==> config.mk <==
export PLATFORM = sky130hd
export DESIGN_NAME = sram_wr_arbiter
export DESIGN_NICKNAME = d
export VERILOG_FILES = /design/src/rtl/sram_pkg.sv /design/src/rtl/rr_arbiter.sv /design/src/rtl/sram_wr_arbiter.sv
export SDC_FILE = /design/constraint.sdc
export NUM_CORES = 1
export LEC_CHECK = 0
export CAP_MARGIN = 10
export CORE_MARGIN = 2
export CORE_UTILIZATION = 30
export CTS_CLUSTER_DIAMETER = 80
export DETAILED_ROUTE_END_ITERATION = 16
export PLACE_DENSITY = 0.65
export SETUP_SLACK_MARGIN = 0.2
export SYNTH_ARGS = -nofsm -noshare
export SYNTH_HDL_FRONTEND = slang
export SYNTH_HIERARCHICAL = 1
export SYNTH_SLANG_ARGS = --single-unit
==> constraint.sdc <==
create_clock -name clock -period 8.75 [get_ports clock]
set_input_delay 1.75 -clock clock [delete_from_list [all_inputs] [get_ports clock]]
set_output_delay 1.75 -clock clock [all_outputs]
set_load 0.005 [all_outputs]
==> src/rtl/sram_pkg.sv <==
// Shared types and defaults for the SRAM write-side arbitration logic.
package sram_pkg;

  // Default beat width of the write_interface data bus.
  localparam int SRAM_DATA_W = 8;

  // Packet-level arbiter state: waiting for a sop request, or holding a grant.
  typedef enum logic {
    ARB_IDLE = 1'b0,
    ARB_BUSY = 1'b1
  } arb_state_e;

endpackage

==> src/rtl/rr_arbiter.sv <==
// Combinational round-robin picker. Searches req from ptr+1 upward, wrapping at
// NUM_PORTS, and returns the first requester as one-hot gnt and binary idx.
// gnt is all-zero when nothing requests. Also used by the read-side arbiter.
module rr_arbiter #(
  parameter int NUM_PORTS = 4
) (
  input  logic [NUM_PORTS-1:0]         req,
  input  logic [$clog2(NUM_PORTS)-1:0] ptr,
  output logic [NUM_PORTS-1:0]         gnt,
  output logic [$clog2(NUM_PORTS)-1:0] idx
);

  localparam int IDX_W = $clog2(NUM_PORTS);

  logic [IDX_W-1:0] cand;
  logic             found;

  // Walk the ports in priority order starting just after the last winner.
  always_comb begin
    gnt   = '0;
    idx   = '0;
    cand  = '0;
    found = 1'b0;
    for (int off = 1; off <= NUM_PORTS; off++) begin
      cand = IDX_W'((int'(ptr) + off) % NUM_PORTS);
      if (!found && req[cand]) begin
        found     = 1'b1;
        gnt[cand] = 1'b1;
        idx       = cand;
      end
    end
  end

endmodule

==> src/rtl/sram_wr_arbiter.sv <==
// Packet-level round-robin arbiter sharing the SRAM write port among NUM_PORTS
// write_interface requesters. A grant is taken on a sop request and held until
// the eop beat transfers, so packets are never interleaved.
// Optional: define SRAM_WR_ARB_STATS_EN to add per-port 16-bit eop counters on pkt_cnt.
module sram_wr_arbiter
  import sram_pkg::*;
#(
  parameter int NUM_PORTS = 4,
  parameter int DATA_W    = SRAM_DATA_W
) (
  input  logic                         clock,
  input  logic                         reset,
  input  logic [NUM_PORTS-1:0]         in_valid,
  input  logic [NUM_PORTS*DATA_W-1:0]  in_data,
  input  logic [NUM_PORTS-1:0]         in_sop,
  input  logic [NUM_PORTS-1:0]         in_eop,
  output logic [NUM_PORTS-1:0]         in_ready,
  output logic                         out_valid,
  output logic [DATA_W-1:0]            out_data,
  output logic                         out_sop,
  output logic                         out_eop,
  input  logic                         out_ready,
  output logic [$clog2(NUM_PORTS)-1:0] grant_id,
  output logic                         busy,
  output logic                         err_sop
`ifdef SRAM_WR_ARB_STATS_EN
  ,
  output logic [NUM_PORTS*16-1:0]      pkt_cnt
`endif
);

  localparam int IDX_W = $clog2(NUM_PORTS);

  arb_state_e       state_q, state_d;
  logic [IDX_W-1:0] grant_id_q, grant_id_d;
  logic [IDX_W-1:0] ptr_q, ptr_d;
  logic             first_q, first_d;   // next transfer is the packet's first beat
  logic             err_sop_q, err_sop_d;

  logic [NUM_PORTS-1:0] req;
  logic [NUM_PORTS-1:0] rr_gnt;
  logic [IDX_W-1:0]     rr_idx;
  logic [DATA_W-1:0]    port_data [NUM_PORTS];
  logic                 xfer;

  // Only a beat carrying sop may open a new packet.
  assign req = in_valid & in_sop;

  genvar gi;
  generate
    for (gi = 0; gi < NUM_PORTS; gi++) begin : g_unpack
      assign port_data[gi] = in_data[gi*DATA_W +: DATA_W];
    end
  endgenerate

  rr_arbiter #(.NUM_PORTS(NUM_PORTS)) u_rr (
    .req (req),
    .ptr (ptr_q),
    .gnt (rr_gnt),
    .idx (rr_idx)
  );

  // Pass-through of the granted port while busy; everything quiet while idle.
  always_comb begin
    in_ready  = '0;
    out_valid = 1'b0;
    out_data  = '0;
    out_sop   = 1'b0;
    out_eop   = 1'b0;
    if (state_q == ARB_BUSY) begin
      out_valid            = in_valid[grant_id_q];
      out_data             = port_data[grant_id_q];
      out_sop              = in_sop[grant_id_q];
      out_eop              = in_eop[grant_id_q];
      in_ready[grant_id_q] = out_ready;
    end
  end

  assign xfer = out_valid & out_ready;

  // Next state: grant on a sop request, release on the eop transfer.
  always_comb begin
    state_d    = state_q;
    grant_id_d = grant_id_q;
    ptr_d      = ptr_q;
    first_d    = first_q;
    err_sop_d  = 1'b0;
    case (state_q)
      ARB_IDLE: begin
        if (|rr_gnt) begin
          grant_id_d = rr_idx;
          first_d    = 1'b1;
          state_d    = ARB_BUSY;
        end
      end
      ARB_BUSY: begin
        if (xfer) begin
          first_d   = 1'b0;
          // A sop after the opening beat is flagged but still forwarded.
          err_sop_d = out_sop & ~first_q;
          if (out_eop) begin
            ptr_d   = grant_id_q;
            state_d = ARB_IDLE;
          end
        end
      end
      default: state_d = ARB_IDLE;
    endcase
  end

  // State, grant and pointer registers.
  always_ff @(posedge clock or negedge reset) begin
    if (!reset) begin
      state_q    <= ARB_IDLE;
      grant_id_q <= '0;
      ptr_q      <= IDX_W'(NUM_PORTS - 1);
      first_q    <= 1'b0;
      err_sop_q  <= 1'b0;
    end else begin
      state_q    <= state_d;
      grant_id_q <= grant_id_d;
      ptr_q      <= ptr_d;
      first_q    <= first_d;
      err_sop_q  <= err_sop_d;
    end
  end

  assign grant_id = grant_id_q;
  assign busy     = (state_q == ARB_BUSY);
  assign err_sop  = err_sop_q;

`ifdef SRAM_WR_ARB_STATS_EN
  generate
    for (gi = 0; gi < NUM_PORTS; gi++) begin : g_stats
      logic [15:0] cnt_q, cnt_d;

      // Count completed packets of this port; wraps naturally at 16 bits.
      always_comb begin
        cnt_d = cnt_q;
        if (xfer && out_eop && (grant_id_q == IDX_W'(gi))) begin
          cnt_d = cnt_q + 16'd1;
        end
      end

      // Per-port packet counter register.
      always_ff @(posedge clock or negedge reset) begin
        if (!reset) begin
          cnt_q <= '0;
        end else begin
          cnt_q <= cnt_d;
        end
      end

      assign pkt_cnt[gi*16 +: 16] = cnt_q;
    end
  endgenerate
`endif

endmodule
; ---- After elaboration in Yosys (flattened, before gate mapping)
; Cells that the tools add are included.
[classes]
eq_ne = 2
muxes = 52
n_reduce_logical = 15
n_bitwise = 10
magnitude_cmp = 11
add_sub_neg = 4
[ops]
columns = op, n
row1 = $mux W1, 25
row2 = $mux W8, 3
row3 = $mux W4, 5
row4 = $bmux W8 S2, 1
row5 = $lt A2 B3 Y1 const B, 5
row6 = $bmux W1 S2, 7
row7 = $or A4 B4 Y4, 3
row8 = $demux W1 S2, 5
row9 = $ge A2 B1 Y1 const B, 5
row10 = $and A4 B4 Y4, 2
row11 = $logic_and A1 B1 Y1, 8
row12 = $mux W2, 4
row13 = $add A2 B1 Y2 const B, 2
row14 = $add A2 B2 Y2 const B, 2
row15 = $pmux W1 S2, 2
row16 = $reduce_and A2 Y1, 2
row17 = $reduce_or A4 Y1, 1
row18 = $ge A3 B3 Y1 const B, 1
row19 = $logic_not A1 Y1, 3
row20 = $not A2 Y3, 1
row21 = $reduce_and A3 Y1, 1
row22 = $and A1 B1 Y1, 2
row23 = $ne A2 B1 Y1 const B, 1
row24 = $ne A2 B2 Y1 const B, 1
row25 = $not A1 Y1, 2
[totals]
register_bits = 7
input_bits = 47
out_inout_bits = 19
word_cells = 99

; ---- Logic depth before layout (Yosys ltp)
; Gate-level depths: netlist (run 1).
[depth]
ltp_word = 16
ltp_mapped = 11
depth_no_buf = 10

; ---- Cells and area by module
; Netlist (run 1), hierarchy kept.
[modules_own_cells]
columns = mod, area_each_um2, instances, cells_per_inst
row1 = sram_wr_arbiter, 696.9, 1, 61
row2 = rr_arbiter, 490.5, 1, 59

; ---- Least setup slack after synthesis (run 1)
; OpenSTA, ideal clock, no wires.
[synth_timing]
path_kind = input-to-output
from = input in_eop[3]
to = output out_eop
path_slack_ps = 4592
arrival_ps = 2408
required_ps = 7000
stages = 2
path_cell_list = mux4_2 and2_1
[synth_via]
elab_chain_cells = 3
[synth_rtl]
columns = element, line
row1 = "start, declared", sram_wr_arbiter.sv:16  ; input logic [NUM_PORTS-1:0] in_eop,
row2 = $bmux W1 S2, sram_wr_arbiter.sv:74  ; out_eop = in_eop[grant_id_q];
row3 = $mux W1 (implied by the code), sram_wr_arbiter.sv:74
row4 = $mux W1, sram_wr_arbiter.sv:70  ; if (state_q == ARB_BUSY) begin
row5 = "end, declared", sram_wr_arbiter.sv:21  ; output logic out_eop,
; No other way between the ends. The select of a mux whose other input is x is not followed.

; ---- Worst setup path in the final report (run 1)
[layout_timing]
from = input in_sop[3]
to = output out_sop
[layout_via]
elab_chain_cells = 3
[layout_rtl]
columns = element, line
row1 = "start, declared", sram_wr_arbiter.sv:15  ; input logic [NUM_PORTS-1:0] in_sop,
row2 = $bmux W1 S2, sram_wr_arbiter.sv:73  ; out_sop = in_sop[grant_id_q];
row3 = $mux W1 (implied by the code), sram_wr_arbiter.sv:73
row4 = $mux W1, sram_wr_arbiter.sv:70
row5 = "end, declared", sram_wr_arbiter.sv:20  ; output logic out_sop,
; No other way between the ends. The select of a mux whose other input is x is not followed.

==> results.ini, run 1 <==
[status]
outcome=finished, final reports clean

[cts]
cts_buffer_depth=2
cts_setup_buffers=0
cts_resized=0
cts_root_buf=clkbuf_8
clk_pin_slew_ns=0.04
numCtsBuffers=3
cts_tree=done
holdBufCountCts=0
cts.sinks=7
ctsHtreeMaxLevel=1
insertion_delay_ns=0.23

[hold_path]
hp-class=reg2reg

[job]
maxCapViolCount=0

[route]
postRouteAntennaNets=0
first_pass_iters=4
route.met3.wl_um=110
via_count=1168
wl_per_cell_um=15.63
wirelength_um=3579
wl_met2_um=1927
avgViaCountPerCell=5.100
routed.top_layer=met4
route.detailed.drc=0
wl_met1_um=1500
drt_iter0_drc=58

[timing]
hold-worst-slack_ns=0.5236
slew-limit-headroom=0.4544
period_minus_slack_ns=5.033
fmax_ghz=0.1987
setup_slack_ns=3.717
layout_worst_path_cycle_share=0.5752
rsz0062_at_grt=no
finalSetupViolCount=0
fin_worst_skew_ns=0.005081
drv_slew=0
hold_viol=0
worstMarginPinSlew_ns=0.8184
tns_ns=0

[synth]
yosysUniqueCellTypes=43
synth-edff-count=0
seq_area_frac_synth=0.1496
synth_seq_cells=7
synthFlopType=dfrtp_1
syn-instance-count=120
async_flop_share=1.000
avgSynthCellArea_um2=9.895
syn_nets=175
netlist_area_um2=1187
ys.warnings.count=6

[layout]
final_common_cell=clkdlybuf4s50_1
n_antenna_cell=0
drive_above_1_share=0.1492
fillers=376
final_cell_mix=clkdlybuf4s50_1 (65), and2_1 (15), mux4_2 (12)
fin_nets=237
syn_to_final_growth_pct=57.85

[floorplan]
start_util=0.3172
die_area_um2=4477
num_rows=22
die_h_um=66.91
core_area_um2=3744
io_pins=66
chipWidth_um=66.91

[pwr]
p_per_area_nw_per_um2=283.5
leakage_nw=0.7138
finalPower_mw=0.5314
peakVddDrop_v=0.00009212

[critical_path]
critPathCaptureType=output port
crit_fanout=2
cp.arrival_ns=3.28
worstPathRequired_ns=7.00
critPathKind=in2out
max_stage_delay_ns=0.51
start_kind=input pin
critical_path.cell_chain=clkdlybuf4s50_1 > mux4_2 > and2_1 > clkdlybuf4s50_1
cp_slowest_cell=mux4_2
cp_common_cell=clkdlybuf4s50_1

[global_routing]
grt_overflow_total=0
grt_start_max_net_pins=19
antenna_found_initial=0
grt_pass1_wl_um=5671
grt_pass1_vias=1173
globalRouteTotalUtil=0.1628

[placed_design]
pre_cts_slack_ns=3.704
hpwlAfterDp_um=2876
place.gp.congestion=0.6979
numPortBuffers=65

[flip-flops by register name (all words and copies together) (netlist names)]
| register | count |
|---|---|
| busy | 1 |
| err_sop | 1 |
| first_q | 1 |
| grant_id | 2 |
| ptr_q | 2 |
[synthesized netlist by cell type, types with 2 or more instances]
| library cell | instances | area, µm² |
|---|---|---|
| nand2_1 | 10 | 37.54 |
| nor2_1 | 7 | 26.28 |
| dfstp_2 | 2 | 52.55 |
| and3b_1 | 2 | 17.52 |
| mux4_2 | 12 | 270.3 |
| o21ai_1 | 6 | 30.03 |
| o21ai_0 | 3 | 15.01 |
| buf_6 | 4 | 45.04 |
| nand3_1 | 2 | 10.01 |
| mux2_1 | 2 | 22.52 |
| mux2i_1 | 3 | 30.03 |
| a21oi_1 | 2 | 10.01 |
| dfrtp_1 | 5 | 125.1 |
| inv_1 | 5 | 18.77 |
| mux2_2 | 2 | 22.52 |
| ha_1 | 8 | 100.1 |
| buf_4 | 2 | 15.01 |
| and2_1 | 15 | 93.84 |
| a221o_1 | 4 | 40.04 |
[worst paths after layout]
check / from / to / slack, ns / cells after the start
worst min register to register: first_q / first_q / 0.52 / 2
worst max-delay path: in_sop[3] / out_sop / 3.72 / 4
worst min-delay path: first_q / first_q / 0.52 / 2
min in group asynchronous: reset / grant_id[0] / 1.79 / 1
max in group asynchronous: reset / ptr_q[0] / 6.67 / 1
worst max register to register: ptr_q[0] / grant_id[0] / 5.53 / 9
[metrics by stage]
step	cell area (µm²)	instances	utilization
5_1_grt	1874	229	0.5007
3_3_place_gp	1829	225	0.4886
2_1_floorplan	1187	120	-
4_1_cts	1874	229	0.5007
6_report	1874	229	0.5007
3_5_place_dp	1829	225	0.4886
[report_power, final]
group	switching [mW]	leakage, nW	internal [mW]
sequential	0.0601	0.0811	0.0503
combinational	0.148	0.610	0.229
clock	0.0134	0.0228	0.0315
[layer usage]
| layer | GRT usage | vias up |
|---|---|---|
| li1 | - | 574 |
| met1 | 0.2098 | 565 |
| met2 | 0.2825 | 23 |
| met3 | 0.03209 | 6 |
| met4 | 0.03061 | 0 |
| met5 | 0 | - |
[worst max-delay path, delay by kind of cell]
family	cells	cell delay [ns]
buffers and inverters	2	0.85
multiplexers	1	0.51
AND/OR/NAND/NOR	1	0.17
[kinds of logic (layout without fill, tap and decap cells)]
kind of cell	Yosys count	count (layout)	synth area share
muxes	19	19	0.2908
adders and majority gates	8	8	0.08430
and+or+nand+nor	45	45	0.2087
buffers and inverters	14	75	0.07691
AOI/OAI and AO/OA	27	27	0.1897
DFF	7	7	0.1496
[cell type report]
| type | count | area (µm²) | share of cell area |
|---|---|---|---|
| clock buffer | 4 | 45.04 | 0.02403 |
| inverter | 6 | 22.52 | 0.01202 |
| multi-input combinational | 99 | 918.4 | 0.4900 |
| sequential | 7 | 177.7 | 0.09479 |
| tap | 48 | 60.06 | 0.03204 |
| timing repair buffer | 65 | 650.6 | 0.3471 |
No activity file was read; power rests on OpenSTA's default activity.
==> run 2: changes to the inputs <==
PLACE_DENSITY = 0.68   (was 0.65)
clock period = 4.38 ns   (was 8.75 ns; I/O delays follow)
==> results.ini, run 2 (synthesis results as in run 1) <==
[global_routing]
grt_pass1_vias=1137  ; -3.1%
busiest_layer=met2
grt_overflow_total=0  ; unchanged
grt_pass1_wl_um=5444  ; -4.0%
antenna_found_initial=0  ; unchanged
globalRouteTotalUtil=0.1623  ; -0.0004791
use_met3=0.03209  ; unchanged
grt_start_max_net_pins=19  ; unchanged
gr-usage-met1=0.2158  ; +0.006089
grtUsageMet2=0.2613  ; -0.02125

[layout]
drive_above_1_share=0.1492  ; unchanged
final_common_cell=clkdlybuf4s50_1
final_cell_mix=clkdlybuf4s50_1 (65), and2_1 (15), mux4_2 (12)
final_area_um2=1874  ; unchanged
n_antenna_cell=0  ; unchanged
syn_to_final_growth_pct=57.85  ; unchanged
fin_nets=237  ; unchanged
stdcell_count=229  ; unchanged

[route]
drt_iter0_drc=50  ; -14%
via_count=1205  ; +3.2%
first_pass_iters=4  ; unchanged
wirelength_um=3610  ; +0.87%
wl_per_cell_um=15.76  ; +0.87%
postRouteAntennaNets=0  ; unchanged
avgViaCountPerCell=5.262  ; +3.2%
route.detailed.drc=0  ; unchanged

[critical_path]
cp.depth=9  ; +5
crit_fanout=10  ; +8
max_stage_delay_ns=0.47  ; -0.04 ns
ff2ff_path_depth=9  ; unchanged
cp.arrival_ns=3.52  ; +0.24 ns
critPathCaptureType=flop
r2r-start=ptr_q[0]
worstReg2RegEnd=grant_id[0]
critPathTopFamily=simple AND/OR/NAND/NOR gates
critPathKind=in2reg
worstPathRequired_ns=4.49  ; -2.51 ns
start_kind=input pin
worst-path-buf-inv=1  ; -1
r2r_slack_ns=1.10  ; -4.43 ns
crit_start=in_sop[2]
critical_path.cell_chain=clkdlybuf4s50_1 > and2_1 > and2b_4 > a221oi_2 > a211oi_4 > a221o_1 > nor4_1 > nor2_1 > mux2_2
cp_slowest_cell=clkdlybuf4s50_1
crit_path_end=grant_id[0]

[placed_design]
place_area_um2=1829  ; unchanged
place.gp.congestion=0.8771  ; +26%
hpwlAfterDp_um=2855  ; -0.75%
numPortBuffers=65  ; unchanged
placed_cells=225  ; unchanged

[cts]
cts_resized=0  ; unchanged
cts_buffer_depth=2  ; unchanged
insertion_delay_ns=0.23  ; about the same
cts_setup_buffers=0  ; unchanged
holdBufCountCts=0  ; unchanged
cts_tree=done
cts.sinks=7  ; unchanged
ctsHtreeMaxLevel=1  ; unchanged
cts_root_buf=clkbuf_8
clk_pin_slew_ns=0.04  ; about the same
numCtsBuffers=3  ; unchanged

[floorplan]
io_pins=66  ; unchanged
start_util=0.3172  ; unchanged
core_area_um2=3744  ; unchanged
num_rows=22  ; unchanged
chipWidth_um=66.91  ; unchanged
die_area_um2=4477  ; unchanged
die_h_um=66.91  ; unchanged

[timing]
worstMarginPinSlew_ns=0.8053  ; -0.01306 ns
hold_viol=0  ; unchanged
rsz0062_at_grt=no
slew-limit-headroom=0.4631  ; +0.008705
fmax_ghz=0.2934
period_minus_slack_ns=3.408
layout_worst_path_cycle_share=0.7781
fin_worst_skew_ns=0.003861  ; -0.001220 ns
drv_slew=0  ; unchanged
finalSetupViolCount=0  ; unchanged
tns_ns=0  ; unchanged

[hold_path]
holdCritStartpoint=first_q
hp-class=reg2reg

[pwr]
peakVddDrop_v=0.0002253  ; +140%
clkPwrFrac=0.086  ; +0.002
switching_share=0.4198  ; +0.003933
pwr-share-comb=0.709  ; about the same
finalPower_mw=1.069  ; +100%
seq_power_share=0.205  ; -0.003
internal-power_mw=0.6202  ; +100%
leakage_nw=0.7138  ; unchanged
switching_power_mw=0.4488  ; +100%
p_per_area_nw_per_um2=570.4  ; +100%

[status]
outcome=finished, final reports clean

[job]
maxCapViolCount=0  ; unchanged

run 2: cell counts in the layout (fill, tap and decap cells not counted):
No cell type changed its count.
run 2: area by class of cell:
class / instances / area [µm²]
inverters: 6 / 22.52
fillers: 367 / 1869
well taps: 48 / 60.06
repair buffers: 65 / 650.6
flip-flops and latches: 7 / 177.7
multi-input cells: 99 / 918.4
clock buffers: 4 / 45.04
run 2: power by group through the flow:
stage,clock network [mW],registers [mW],logic [mW]
after floorplan,0,0.134,0.565
after CTS,0.0943,0.221,0.755
after global routing,0.0991,0.236,0.815
after global placement,0,0.218,0.735
final,0.0923,0.219,0.758
after detailed placement,0,0.222,0.751
run 2: stage by stage:
step,setup slack (ns),hold WS (ns),utilization
global route,0.8012,0.5614,0.5007
CTS,0.9761,0.5188,0.5007
finish,0.9720,0.5208,0.5007
global placement,0.8892,0.4878,0.4886
floorplan,1.449,0.4691,-
detailed placement,0.7527,0.5117,0.4886
run 2: worst register-to-register path, delay by kind of cell (launching register included):
kind	cells	cell delay, ns
compound gates	2	0.32
fa+ha+maj	1	0.44
buf+inv	1	0.19
flops	1	0.75
mux	2	0.75
simple gates	3	0.71
run 2: worst min path at each step:
stage                    to  slack [ns]  cells after the start
CTS                 first_q        0.52                      2
floorplan           first_q        0.47                      2
finish              first_q        0.52                      2
global placement    first_q        0.49                      2
detailed placement  first_q        0.51                      2
global route        first_q        0.56                      2
run 2: metal layers:
layer,wire (µm),up-vias
met1,1507,583
met4,37,0
met2,1884,44
met5,0,-
met3,180,6
li1,-,572
==> RTL change 1: new RTL, flow settings as in run 2 <==
Remove the register `err_sop_q`: a continuous assignment takes its place, so the output `err_sop` follows one clock earlier.
--- a/src/rtl/sram_wr_arbiter.sv
+++ b/src/rtl/sram_wr_arbiter.sv
@@ -115,15 +115,15 @@
       grant_id_q <= '0;
       ptr_q      <= IDX_W'(NUM_PORTS - 1);
       first_q    <= 1'b0;
-      err_sop_q  <= 1'b0;
     end else begin
       state_q    <= state_d;
       grant_id_q <= grant_id_d;
       ptr_q      <= ptr_d;
       first_q    <= first_d;
-      err_sop_q  <= err_sop_d;
     end
   end
+
+  assign err_sop_q = err_sop_d;
 
   assign grant_id = grant_id_q;
   assign busy     = (state_q == ARB_BUSY);
Behaviour: not the same (Yosys sat finds a counterexample within 4 cycles, from zero or initial values and one cycle with reset low).
==> RTL change 1 against run 2 <==
  * Sequential cell count is 1 lower
  * Synthesized area is 2.1% lower
  * Cell area shrank 1.3%
  * Power down 2.4%
  * Register-to-register slack gained 0.13 ns
  * Wire length decreased by 2.6%
  * Setup slack better by 0.011 ns
==> RTL change 1: results (changes against run 2) <==
- Clock latency reported for the late side of the worst-skew pair: 0.22 ns
- Resize count post-CTS: 0 (unchanged)
- Syn Area/Cell: 9.768 um2 (was 9.895 um2)
- FILL cells: 382 (was 367)
- R2R depth: 9 (unchanged)
- Post-synthesis sequential area ratio: 0.1313 (was 0.1496)
- WHS Path Cells: 2 (unchanged)
- H-tree depth: 1 (unchanged)
- Critical path's largest stage delay: 0.50 ns (was 0.47 ns)
- Tot GR Track Use: 0.1646 (was 0.1623)
- Synth cell count leaders: and2_1, mux4_2, nand2_1, ha_1, nor2_1 (unchanged)
- Number of flops mapped to enable cells by yosys: 0 (unchanged)
- NetSw: 0.4345 mW (was 0.4488 mW)
- Largest fanout on the critical path: 3 (was 10)
- Largest cells by area after synthesis: mux4_2, dfrtp_1, ha_1 (unchanged)
- Clk pwr share: 0.081 (was 0.086)
- Synth Flop Type: dfrtp_1 (unchanged)
- Post-Route Skew: 0.003536 ns (was 0.003861 ns)
- DR DRC count: 0 (unchanged)
- Net count, final: 236 (was 237)
- First-pass GRT wire length: 5.568 mm (was 5.444 mm)
- Initial antenna violation count: 0 (unchanged)
- Antenna cells: 0 (unchanged)
- Largest net degree at the start of global routing: 19 (unchanged)
- RePlAce Congestion: 0.8560 (was 0.8771)
- Postcts setup bufs: 0 (unchanged)
- Clock Path Buffers: 2 (unchanged)
- Sequential group power: 0.208 mW (was 0.219 mW)
- Status: finished, final reports clean (unchanged)
- Peak VDD IR: 215.2 uV (was 225.3 uV)
- Share of cells above drive strength 1: 0.1500 (was 0.1492)
- Ys async rst share: 1.000 (unchanged)
- DRT Wirelength: 3.517 mm (was 3.610 mm)
- Ys Warns: 6 (unchanged)
- Syn_nets: 174 (was 175)
- Placed insts: 224 (was 225)
- Port Buffers: 65 (unchanged)
- Via total after detailed routing: 1156 (was 1205)
- Leakage: 0.7000 nW (was 0.7138 nW)
- Worst hold path type: reg -> reg (unchanged)
- CTS clock-pin slew for the worst setup and hold paths: 0.03 ns
- Synth unique cells: 43 (unchanged)
- DR vias/cell: 5.070 (was 5.262)
- DP Wirelength: 2.852 mm (was 2.855 mm)
- DRT iter0 DRCs: 43 (was 50)
- Seq pwr share: 0.199 (was 0.205)
- Dpl ws: 0.8197 ns (was 0.7527 ns)
- Placed Area: 0.001804 mm2 (was 0.001829 mm2)
- Slowest cell on the critical path: clkdlybuf4s50_1 (unchanged)
- Worst slew pin tran: 0.8012 ns (was 0.8053 ns)
- Critical Path AT: 2.52 ns (was 3.52 ns)
## RTL change 1: changes by cell type after synthesis
cell,run 2,this run
dfrtp_1,5,4
## RTL change 1: worst paths after layout
check / end / slack, ns / start
worst max register to register: grant_id[0] / 1.23 / ptr_q[0]
worst min-delay path: first_q / 0.52 / first_q
min in group asynchronous: grant_id[1] / 0.89 / reset
worst max-delay path: err_sop / 0.98 / out_ready
worst min register to register: first_q / 0.52 / first_q
max in group asynchronous: ptr_q[1] / 3.22 / reset
## RTL change 1: cell families (layout without fill, tap and decap cells)
logic type,Yosys count,after routing,synth area share
adders and majority gates,8,8,0.08612
AOI/OAI and AO/OA,27,27,0.1938
muxes,19,19,0.2971
buffers and inverters,14,75,0.07856
and+or+nand+nor,45,45,0.2132
DFF,6,6,0.1313
## RTL change 1: cell type report
type | count | area [um2] | share of cell area
tap | 48 | 60.06 | 0.03248
inverter | 6 | 22.52 | 0.01218
clock buffer | 4 | 45.04 | 0.02436
timing repair buffer | 65 | 650.6 | 0.3518
multi-input combinational | 99 | 918.4 | 0.4966
sequential | 6 | 152.6 | 0.08254
## RTL change 1: worst max-delay path, delay by kind of cell
family,cells,cell delay [ns]
buffers and inverters,2,1.00
AND/OR/NAND/NOR,2,0.34
AO/OA/AOI/OAI,1,0.31
## RTL change 1: routing by layer
layer	routed length [um]	share of wire	GRT usage	up-vias
li1	-	-	-	567
met1	1406	0.40	0.2042	566
met2	1972	0.56	0.2888	21
met3	94	0.027	0.01874	2
met4	45	0.013	0.06378	0
met5	0	0	0	-
==> RTL change 2: new RTL, flow settings as in run 2 <==
Made on the original files. Build with the macro `SRAM_WR_ARB_STATS_EN` defined.
--- a/src/rtl/sram_wr_arbiter.sv
+++ b/src/rtl/sram_wr_arbiter.sv
@@ -2,6 +2,8 @@
 // write_interface requesters. A grant is taken on a sop request and held until
 // the eop beat transfers, so packets are never interleaved.
 // Optional: define SRAM_WR_ARB_STATS_EN to add per-port 16-bit eop counters on pkt_cnt.
+`define SRAM_WR_ARB_STATS_EN
+
 module sram_wr_arbiter
   import sram_pkg::*;
 #(
Check against the original RTL (old outputs only; new: pkt_cnt): equivalent (Yosys induction, for registers that start in step).
==> RTL change 2 against run 2 <==
  * Die area rose to 3.4 times the old value
  * Fmax down 4.3%
  * Sequential power grew to 4.1 times the old value
  * Worst hold slack lost 0.076 ns
  * Critical path depth fell by 5
  * Synthesized area grew to 3.6 times the old value
  * Core utilization shrank 6.9 points
  * Wire length increased to 3.0 times the old value
  * Sequential cell count increased by 64
  * Power increased by 150%
  * First-iteration DRC count rose to 4.1 times the old value
  * Cell area grew to 3.2 times the old value
  * Setup slack worse by 0.15 ns
  * Via count grew to 3.0 times the old value
  * Critical endpoint is now out_valid
  * Largest cell class unchanged
  * Largest power group unchanged
  * Highest routed layer unchanged
==> RTL change 2: results (changes against run 2) <==
- H-tree depth: 3 (was 1)
- Root Buffer: clkbuf_16 (was clkbuf_8)
- Min-delay src: first_q (unchanged)
- Antenna cells: 0 (unchanged)
- Leakage: 2.474 nW (was 0.7138 nW)
- Initial antenna violation count: 0 (unchanged)
- CTS clock-pin slew for the worst setup and hold paths: 0.06 ns (was 0.04 ns)
- RR Startpoint: ptr_q[0] (unchanged)
- Compound-Gate Fraction of Synth Area: 0.04762 (was 0.1897)
- R2R setup slack: 1.08 ns (was 1.10 ns)
- Ys async rst share: 1.000 (unchanged)
- Adder-cell share of the synthesized area: 0.03527 (was 0.08430)
- Status: finished, final reports clean (unchanged)
- Number of CTS-inserted buffers: 9 (was 3)
- WHS Path Cells: 1 (was 2)
- Int Power: 1.763 mW (was 0.6202 mW)
- Largest cells by area after synthesis: dfrtp_1, xnor2_1, mux4_2 (was mux4_2, dfrtp_1, ha_1)
- DRT iter0 DRCs: 205 (was 50)
- Postcts setup bufs: 0 (unchanged)
- Post-Route Skew: 0.008505 ns (was 0.003861 ns)
- Syn_nets: 451 (was 175)
- Largest fanout on the critical path: 13 (was 10)
- Vias in the first global route: 3632 (was 1137)
- Post-synthesis sequential area ratio: 0.4180 (was 0.1496)
- Peak VDD IR: 218.9 uV (was 225.3 uV)
- Worst reg2reg path endpoint: grant_id[0] (unchanged)
- FILL cells: 1331 (was 367)
- Worst hold path type: reg -> reg (unchanged)
- Share of cells above drive strength 1: 0.1202 (was 0.1492)
- DRT Wirelength: 10.92 mm (was 3.610 mm)
- First-pass DRT Iterations: 4 (unchanged)
- DP Wirelength: 8.129 mm (was 2.855 mm)
- Port Buffers: 129 (was 65)
- Net count, final: 578 (was 237)
- Clock latency reported for the late side of the worst-skew pair: 0.33 ns (was 0.23 ns)
- Synth unique cells: 54 (was 43)
- R2R depth: 9 (unchanged)
- Min-Delay Endpoint: err_sop (was first_q)
- DR vias/cell: 5.057 (was 5.262)
- First-pass GRT wire length: 17.75 mm (was 5.444 mm)
- Synth cell count leaders: dfrtp_1, xnor2_1, nand2_1, nand3_1 (was and2_1, mux4_2, nand2_1, ha_1, nor2_1)
- Tot GR Track Use: 0.1495 (was 0.1623)
- RePlAce Congestion: 0.8299 (was 0.8771)
- Largest net degree at the start of global routing: 51 (was 19)
- Worst slew pin tran: 0.8177 ns (was 0.8053 ns)
- Synth Area in XOR/XNOR: 0.1214 (was 0)
- Fraction of synthesized area in multiplexers: 0.09759 (was 0.2908)
- Number of routed nets with antenna violations: 0 (unchanged)
==> RTL change 2: cells by family after synthesis <==
family	after synthesis
compound gates	25
xor+xnor	59
fa+ha+maj	12
buf+inv	30
flops	71
mux	24
simple gates	171
==> RTL change 2: worst max-delay path by stage <==
| stage | startpoint | to | depth (start not counted) | slack [ns] |
|---|---|---|---|---|
| detailed placement | in_valid[1] | out_valid | 4 | 0.81 |
| global route | in_valid[1] | out_valid | 4 | 0.76 |
| finish | in_valid[1] | out_valid | 4 | 0.82 |
| CTS | in_valid[1] | out_valid | 4 | 0.81 |
| global placement | in_valid[1] | out_valid | 4 | 0.83 |
| floorplan | in_sop[1] | grant_id[0] | 9 | 1.50 |
==> RTL change 2: power groups by stage <==
stage | sequential [mW] | clock (mW) | combinational, mW
after floorplan | 0.824 | 0 | 0.655
after global placement | 0.912 | 0 | 0.966
after detailed placement | 0.914 | 0 | 0.979
after CTS | 0.904 | 0.763 | 0.985
after global routing | 0.922 | 0.797 | 1.07
final | 0.899 | 0.746 | 0.976
==> RTL change 2: worst max-delay path: stages <==
cell,delay [ns]
clkdlybuf4s50_1,0.45
mux4_2,0.67
and2_1,0.25
clkdlybuf4s50_1,0.44
==> RTL change 2: metal layers <==
layer	vias to the layer above	track usage	routed length (um)
li1	1654	-	-
met1	1739	0.1772	4469
met2	154	0.2583	5316
met3	13	0.04982	958
met4	0	0.04190	177
met5	-	0	0
==> RTL change 2: metrics by stage <==
| stage | setup slack (ns) | instance area [um2] | std cells | hold WS (ns) |
|---|---|---|---|---|
| finish | 0.8186 | 5993 | 704 | 0.4449 |
| global route | 0.7563 | 5993 | 704 | 0.4573 |
| CTS | 0.8104 | 5973 | 703 | 0.4468 |
| detailed placement | 0.8132 | 5664 | 687 | 0.4475 |
| global placement | 0.8283 | 5664 | 687 | 0.4258 |
| floorplan | 1.500 | 4257 | 392 | 0.4080 |
==> RTL change 2: layout make-up <==
type	count	area share
Multi-Input combinational cell	291	0.3848
Sequential cell	71	0.2969
Timing Repair Buffer	132	0.2205
Clock buffer	11	0.04217
Tap cell	180	0.03758
Clock inverter	5	0.009395
Inverter	14	0.008768
